[config.mk]
export PLATFORM = sky130hd
export DESIGN_NAME = cb_branch_ctrl_flat
export DESIGN_NICKNAME = d
export VERILOG_FILES = /design/src/rtl/cb_branch_ctrl_if.sv /design/src/rtl/cb_branch_ctrl.sv /design/src/flat_wrapper.sv
export SDC_FILE = /design/constraint.sdc
export NUM_CORES = 1
export LEC_CHECK = 0
export BUFFER_PORTS_ARGS = -buffer_cell sky130_fd_sc_hd__buf_4
export CORE_UTILIZATION = 40
export CTS_CLUSTER_DIAMETER = 30
export CTS_CLUSTER_SIZE = 8
export DETAILED_ROUTE_END_ITERATION = 7
export PLACE_DENSITY = 0.62
export REMOVE_ABC_BUFFERS = 1
export SYNTH_ARGS = -nofsm -noshare
export SYNTH_HDL_FRONTEND = slang
export SYNTH_SLANG_ARGS = --single-unit
[constraint.sdc]
create_clock -name CLK -period 2.95 [get_ports CLK]
set_input_delay 0.1475 -clock CLK [delete_from_list [all_inputs] [get_ports CLK]]
set_output_delay 0.1475 -clock CLK [all_outputs]
set_load 0.005 [all_outputs]
[src/rtl/cb_branch_ctrl_if.sv]
// rtl/cb_branch_ctrl_if.sv - handshake bundle between a branch stage controller and its neighbours
interface cb_branch_ctrl_if;
    logic CB_Send_in;
    logic BR;
    logic CB_Ack_in_a;
    logic CB_Ack_in_b;
    logic CB_Ack_out;
    logic CB_Send_out_a;
    logic CB_Send_out_b;
    logic CB_CP;

    modport slave (
        input  CB_Send_in,
        input  BR,
        input  CB_Ack_in_a,
        input  CB_Ack_in_b,
        output CB_Ack_out,
        output CB_Send_out_a,
        output CB_Send_out_b,
        output CB_CP
    );

    modport master (
        output CB_Send_in,
        output BR,
        output CB_Ack_in_a,
        output CB_Ack_in_b,
        input  CB_Ack_out,
        input  CB_Send_out_a,
        input  CB_Send_out_b,
        input  CB_CP
    );
endinterface

[src/rtl/cb_branch_ctrl.sv]
// rtl/cb_branch_ctrl.sv - single-token branch stage transfer controller, 4-phase in, 4-phase out on branch a or b
module cb_branch_ctrl #(
    parameter int unsigned DELAY = 1
) (
    input  logic               CLK,
    input  logic               MR,
    cb_branch_ctrl_if.slave    bus
);

    localparam logic [3:0] DELAY_L = 4'(DELAY);

    typedef enum logic [1:0] {
        ST_EMPTY = 2'd0,
        ST_FULL  = 2'd1,
        ST_DRAIN = 2'd2
    } state_t;

    state_t     state_q, state_d;
    logic [3:0] cnt_q, cnt_d;
    logic       sel_q, sel_d;
    logic       ack_out_q, ack_out_d;
    logic       send_a_q, send_a_d;
    logic       send_b_q, send_b_d;
    logic       cp_q, cp_d;

    logic       own_ack;
    logic       own_send_q;

    // Only the acknowledge of the branch the token was routed to is ever looked at.
    assign own_ack    = sel_q ? bus.CB_Ack_in_b : bus.CB_Ack_in_a;
    assign own_send_q = sel_q ? send_b_q : send_a_q;

    always_comb begin
        state_d   = state_q;
        cnt_d     = cnt_q;
        sel_d     = sel_q;
        ack_out_d = ack_out_q;
        send_a_d  = send_a_q;
        send_b_d  = send_b_q;
        cp_d      = 1'b0;

        // Upstream release is independent of where the token is downstream.
        if (ack_out_q && !bus.CB_Send_in) begin
            ack_out_d = 1'b0;
        end

        case (state_q)
            ST_EMPTY: begin
                if (!ack_out_q && bus.CB_Send_in) begin
                    cp_d      = 1'b1;
                    ack_out_d = 1'b1;
                    sel_d     = bus.BR;
                    cnt_d     = DELAY_L;
                    state_d   = ST_FULL;
                    if (DELAY_L == 4'd0) begin
                        send_a_d = !bus.BR;
                        send_b_d = bus.BR;
                    end
                end
            end
            ST_FULL: begin
                if (!own_send_q) begin
                    if (cnt_q <= 4'd1) begin
                        cnt_d    = 4'd0;
                        send_a_d = !sel_q;
                        send_b_d = sel_q;
                    end else begin
                        cnt_d = cnt_q - 4'd1;
                    end
                end else if (own_ack) begin
                    send_a_d = 1'b0;
                    send_b_d = 1'b0;
                    state_d  = ST_DRAIN;
                end
            end
            ST_DRAIN: begin
                if (!own_ack) begin
                    state_d = ST_EMPTY;
                end
            end
            default: begin
                state_d  = ST_EMPTY;
                send_a_d = 1'b0;
                send_b_d = 1'b0;
            end
        endcase
    end

    always_ff @(posedge CLK) begin
        if (MR) begin
            state_q   <= ST_EMPTY;
            cnt_q     <= 4'd0;
            sel_q     <= 1'b0;
            ack_out_q <= 1'b0;
            send_a_q  <= 1'b0;
            send_b_q  <= 1'b0;
            cp_q      <= 1'b0;
        end else begin
            state_q   <= state_d;
            cnt_q     <= cnt_d;
            sel_q     <= sel_d;
            ack_out_q <= ack_out_d;
            send_a_q  <= send_a_d;
            send_b_q  <= send_b_d;
            cp_q      <= cp_d;
        end
    end

    assign bus.CB_Ack_out    = ack_out_q;
    assign bus.CB_Send_out_a = send_a_q;
    assign bus.CB_Send_out_b = send_b_q;
    assign bus.CB_CP         = cp_q;

endmodule

[src/flat_wrapper.sv]
// flat-port wrapper written by rule: the top's interface ports become plain ports
module cb_branch_ctrl_flat 
#(
    parameter int unsigned DELAY = 1
)
  (CLK, MR, bus_CB_Send_in, bus_BR, bus_CB_Ack_in_a, bus_CB_Ack_in_b, bus_CB_Ack_out, bus_CB_Send_out_a, bus_CB_Send_out_b, bus_CB_CP);
  cb_branch_ctrl_if bus_i ();
  input  logic CLK;
  input  logic MR;
  input wire logic [$bits(bus_i.CB_Send_in)-1:0] bus_CB_Send_in;
  input wire logic [$bits(bus_i.BR)-1:0] bus_BR;
  input wire logic [$bits(bus_i.CB_Ack_in_a)-1:0] bus_CB_Ack_in_a;
  input wire logic [$bits(bus_i.CB_Ack_in_b)-1:0] bus_CB_Ack_in_b;
  output wire logic [$bits(bus_i.CB_Ack_out)-1:0] bus_CB_Ack_out;
  output wire logic [$bits(bus_i.CB_Send_out_a)-1:0] bus_CB_Send_out_a;
  output wire logic [$bits(bus_i.CB_Send_out_b)-1:0] bus_CB_Send_out_b;
  output wire logic [$bits(bus_i.CB_CP)-1:0] bus_CB_CP;
  assign bus_i.CB_Send_in = bus_CB_Send_in;
  assign bus_i.BR = bus_BR;
  assign bus_i.CB_Ack_in_a = bus_CB_Ack_in_a;
  assign bus_i.CB_Ack_in_b = bus_CB_Ack_in_b;
  assign bus_CB_Ack_out = bus_i.CB_Ack_out;
  assign bus_CB_Send_out_a = bus_i.CB_Send_out_a;
  assign bus_CB_Send_out_b = bus_i.CB_Send_out_b;
  assign bus_CB_CP = bus_i.CB_CP;
  cb_branch_ctrl #(.DELAY(DELAY)) u_core (.CLK(CLK), .MR(MR), .bus(bus_i));
endmodule
==> metrics.md <==
| Metric | Value |
|---|---|
| Outcome | `finished clean` |
| Mapped Avg Cell Area | `9.60 sq um` |
| F_max | `between 600 and 700 MHz` |
| Grt total ovfl | `0` |
| WL per Instance | `approximately 13 um` |
| Largest family of logic cells by synthesized area | `simple AND/OR/NAND/NOR gates` |
| Crit path max fanout | `6` |
| Mux contribution to synthesized area | `0.0824` |
| Cts repair resizes | `0` |
| Crit. End Element | `flop` |
| GRT Max-Usage Layer | `met2` |
| Pwr dens | `roughly 520 nW/um^2` |
| Antenna-violating nets left | `0` |
| Peak VDD IR | `~0.32 mV` |
| CTS Hold Buffers Added | `0` |
| EDFF count, synth | `0` |
| Root buffer cell | `clkbuf_4` |
| Final Max Slew Viols | `0` |
| Initial antenna violation count | `0` |
| Fill cells | `approximately 150` |
| Final setup violation count | `0` |
| Leak Pwr | `around 0.00031 uW` |
| Met2 usage in global routing | `0.237` |
| Worst path max stage delay | `slightly above 0.5 ns` |
| Starting Density | `0.429` |
| Register area share after synthesis | `0.337` |
| Tot Pwr | `just under 400 uW` |
| CP top delay family | `compound AO/OA/AOI/OAI gates` |
| DR vias | `about 540` |
| Vias in the first global route | `484` |
| Placement Rows | `14` |
| Fraction of registers with async set/reset | `0` |
| Die footprint | `between 1500 and 2000 sq um` |
| Sequential Area | `220 sq um` |
| Yosys reg bits | `11` |
| Post-synthesis xor/xnor area fraction | `0` |
| Crit-path cells | `mux2i_4 -> o31ai_1 -> a211o_1 -> a31oi_1` |
| Worst hold path type | `in -> reg` |
| Startpoint types | `flop` |
| Top FF cell, synth | `dfxtp_1` |
| GPL Wtd Cong | `0.756` |
| Critical Path AT | `1.79 ns` |
| DRC | `0` |
| M3 GR Usage | `0.0776` |
| CTS tree | `yes` |
| Synthesis-to-layout area growth | `14.6%` |
| RSZ-0062 raised after global routing | `no` |
| Die X-Extent | `between 40 and 50 um` |
| DPL Wire Length | `856 um` |
| Synthesized instance count | `between 60 and 70` |
| Via-to-Cell Ratio | `5.76` |
| WP data required | `about 3.2 ns` |
| DRT iter0 DRCs | `5` |
| Setup repair bufs after CTS | `0` |
| CTS H-tree depth | `1` |
| Max_cap viols | `0` |
| DRT Wirelength | `between 1 and 1.5 mm` |
| Die Ht | `around 42 um` |
| Buf/Inv on CP | `0` |
| Endpoints failing hold | `0` |
| Pre-antenna DRT Iters | `4` |
| Clock sink count | `11` |
| Worst Skew | `between 0.0015 and 0.002 ns` |
| # port buffers | `9` |
| Slew headroom | `0.664` |
| Worst-margin pin slew | `0.500 ns` |
| First-pass GRT wire length | `2.16 mm` |
| Worst-Skew Late Latency | `approximately 0.27 ns` |
| Clock transition at the registers of the reported paths | `0.07 ns` |
| Post-layout nets | `a little under 90` |
| # IOs | `10` |
| Worst Hold Slack | `~0.12 ns` |
| Yosys cell types | `35` |
| Share of layout cells above drive strength 1 | `0.295` |
| Worst setup path class | `reg -> reg` |
| Largest net degree at the start of global routing | `12` |
| Clock tree buffer depth | `2` |
| Met1 GRT Util | `0.211` |
| Multi-input logic area | `394 sq um` |
| Slowest CP cell | `dfxtp_1` |
| Core box area | `around 1500 sq um` |
| Minimum clock period | `between 1.5 and 2 ns` |
| Tot GR Track Use | `0.163` |
| Simple-Gate Fraction of Synth Area | `0.241` |
| Mapped Area | `between 600 and 700 sq um` |
| Antenna Cells | `0` |
| Setup_tns | `0 ns` |
| Final period util | `0.537` |
| Syn. warnings | `0` |
| Synth Area in Compound Gates | `0.241` |
| CTS Buf Count | `3` |
| Post-Synth Adder-Cell Area | `0.0383` |
tightest hold or removal path: cells and delay by family:
kind / cells / cell delay, ns
buffers and inverters: 1 / 0.07
muxes: 1 / 0.05
and+or+nand+nor: 1 / 0.08
cells by family after synthesis:
family                     after synthesis
DFF                                     11
AOI/OAI and AO/OA                       19
adders and majority gates                2
muxes                                    4
and+or+nand+nor                         24
buffers and inverters                    8
power by group:
group / switching (uW) / internal (uW) / total, uW
registers: 20.4 / 161 / 181
logic: 46.8 / 53.4 / 100
clock network: 53.6 / 50.3 / 104
sequential cells by signal (all words and copies together), names as in the netlist:
signal / cells
u_core.bus.CB_CP: 1
u_core.bus.CB_Send_out_b: 1
u_core.bus.CB_Send_out_a: 1
u_core.bus.CB_Ack_out: 1
u_core.sel_q: 1
u_core.cnt_q: 4
u_core.state_q: 2
area by class of cell:
class                   instances  area share
clock buffers                   3      0.0301
multi-input cells              49       0.527
flip-flops and latches         11       0.294
clock inverters                 1     0.00669
inverters                       5      0.0251
well taps                      16      0.0268
repair buffers                  9      0.0903
through the flow:
step | utilization | setup slack [ns] | instance area [sq um] | instances
after global placement | 0.473 | 1.39 | 721 | 90
after detailed placement | 0.473 | 1.40 | 721 | 90
after global routing | 0.491 | 1.20 | 748 | 94
after floorplan | - | 1.52 | 633 | 65
after CTS | 0.491 | 1.36 | 748 | 94
final | 0.491 | 1.36 | 748 | 94
routing by layer:
metal  up-vias  part of all wire
met5         -                 0
met4         0            0.0084
met3         3             0.047
met2         9              0.47
met1       255              0.47
li1        274                 -
worst paths after layout:
check | startpoint | to | slack (ns) | cells after the start
max | u_core.sel_q | u_core.bus.CB_Send_out_a | 1.36 | 4
min | bus_BR | u_core.sel_q | 0.12 | 3
max reg2reg | u_core.sel_q | u_core.bus.CB_Send_out_a | 1.36 | 4
min reg2reg | u_core.cnt_q[1] | u_core.cnt_q[1] | 0.50 | 2
synthesized netlist by cell type (2+ instances only):
| cell | instances | share of area |
|---|---|---|
| a31oi_1 | 4 | 0.038 |
| a211o_1 | 2 | 0.027 |
| nand3_1 | 2 | 0.015 |
| ha_1 | 2 | 0.038 |
| nand2_1 | 3 | 0.017 |
| mux2i_1 | 2 | 0.031 |
| dfxtp_1 | 11 | 0.34 |
| nand2b_1 | 3 | 0.029 |
| a21oi_1 | 3 | 0.023 |
| inv_1 | 5 | 0.029 |
| nor2_1 | 6 | 0.034 |
| nor3_1 | 2 | 0.015 |
cell usage in the layout (no fill, tap or decap), drive strengths merged, types with 2 or more instances in the layout:
master / synthesis / final
inv: 5 / 5
buf: 2 / 9
a21oi: 4 / 4
nand2: 3 / 3
ha: 2 / 2
nor3: 2 / 2
a211o: 2 / 2
nor2: 6 / 6
nand2b: 3 / 3
clkbuf: 1 / 3
dfxtp: 11 / 11
mux2i: 3 / 3
nand3: 2 / 2
a31oi: 4 / 4
No activity file was read; power rests on OpenSTA's default activity.
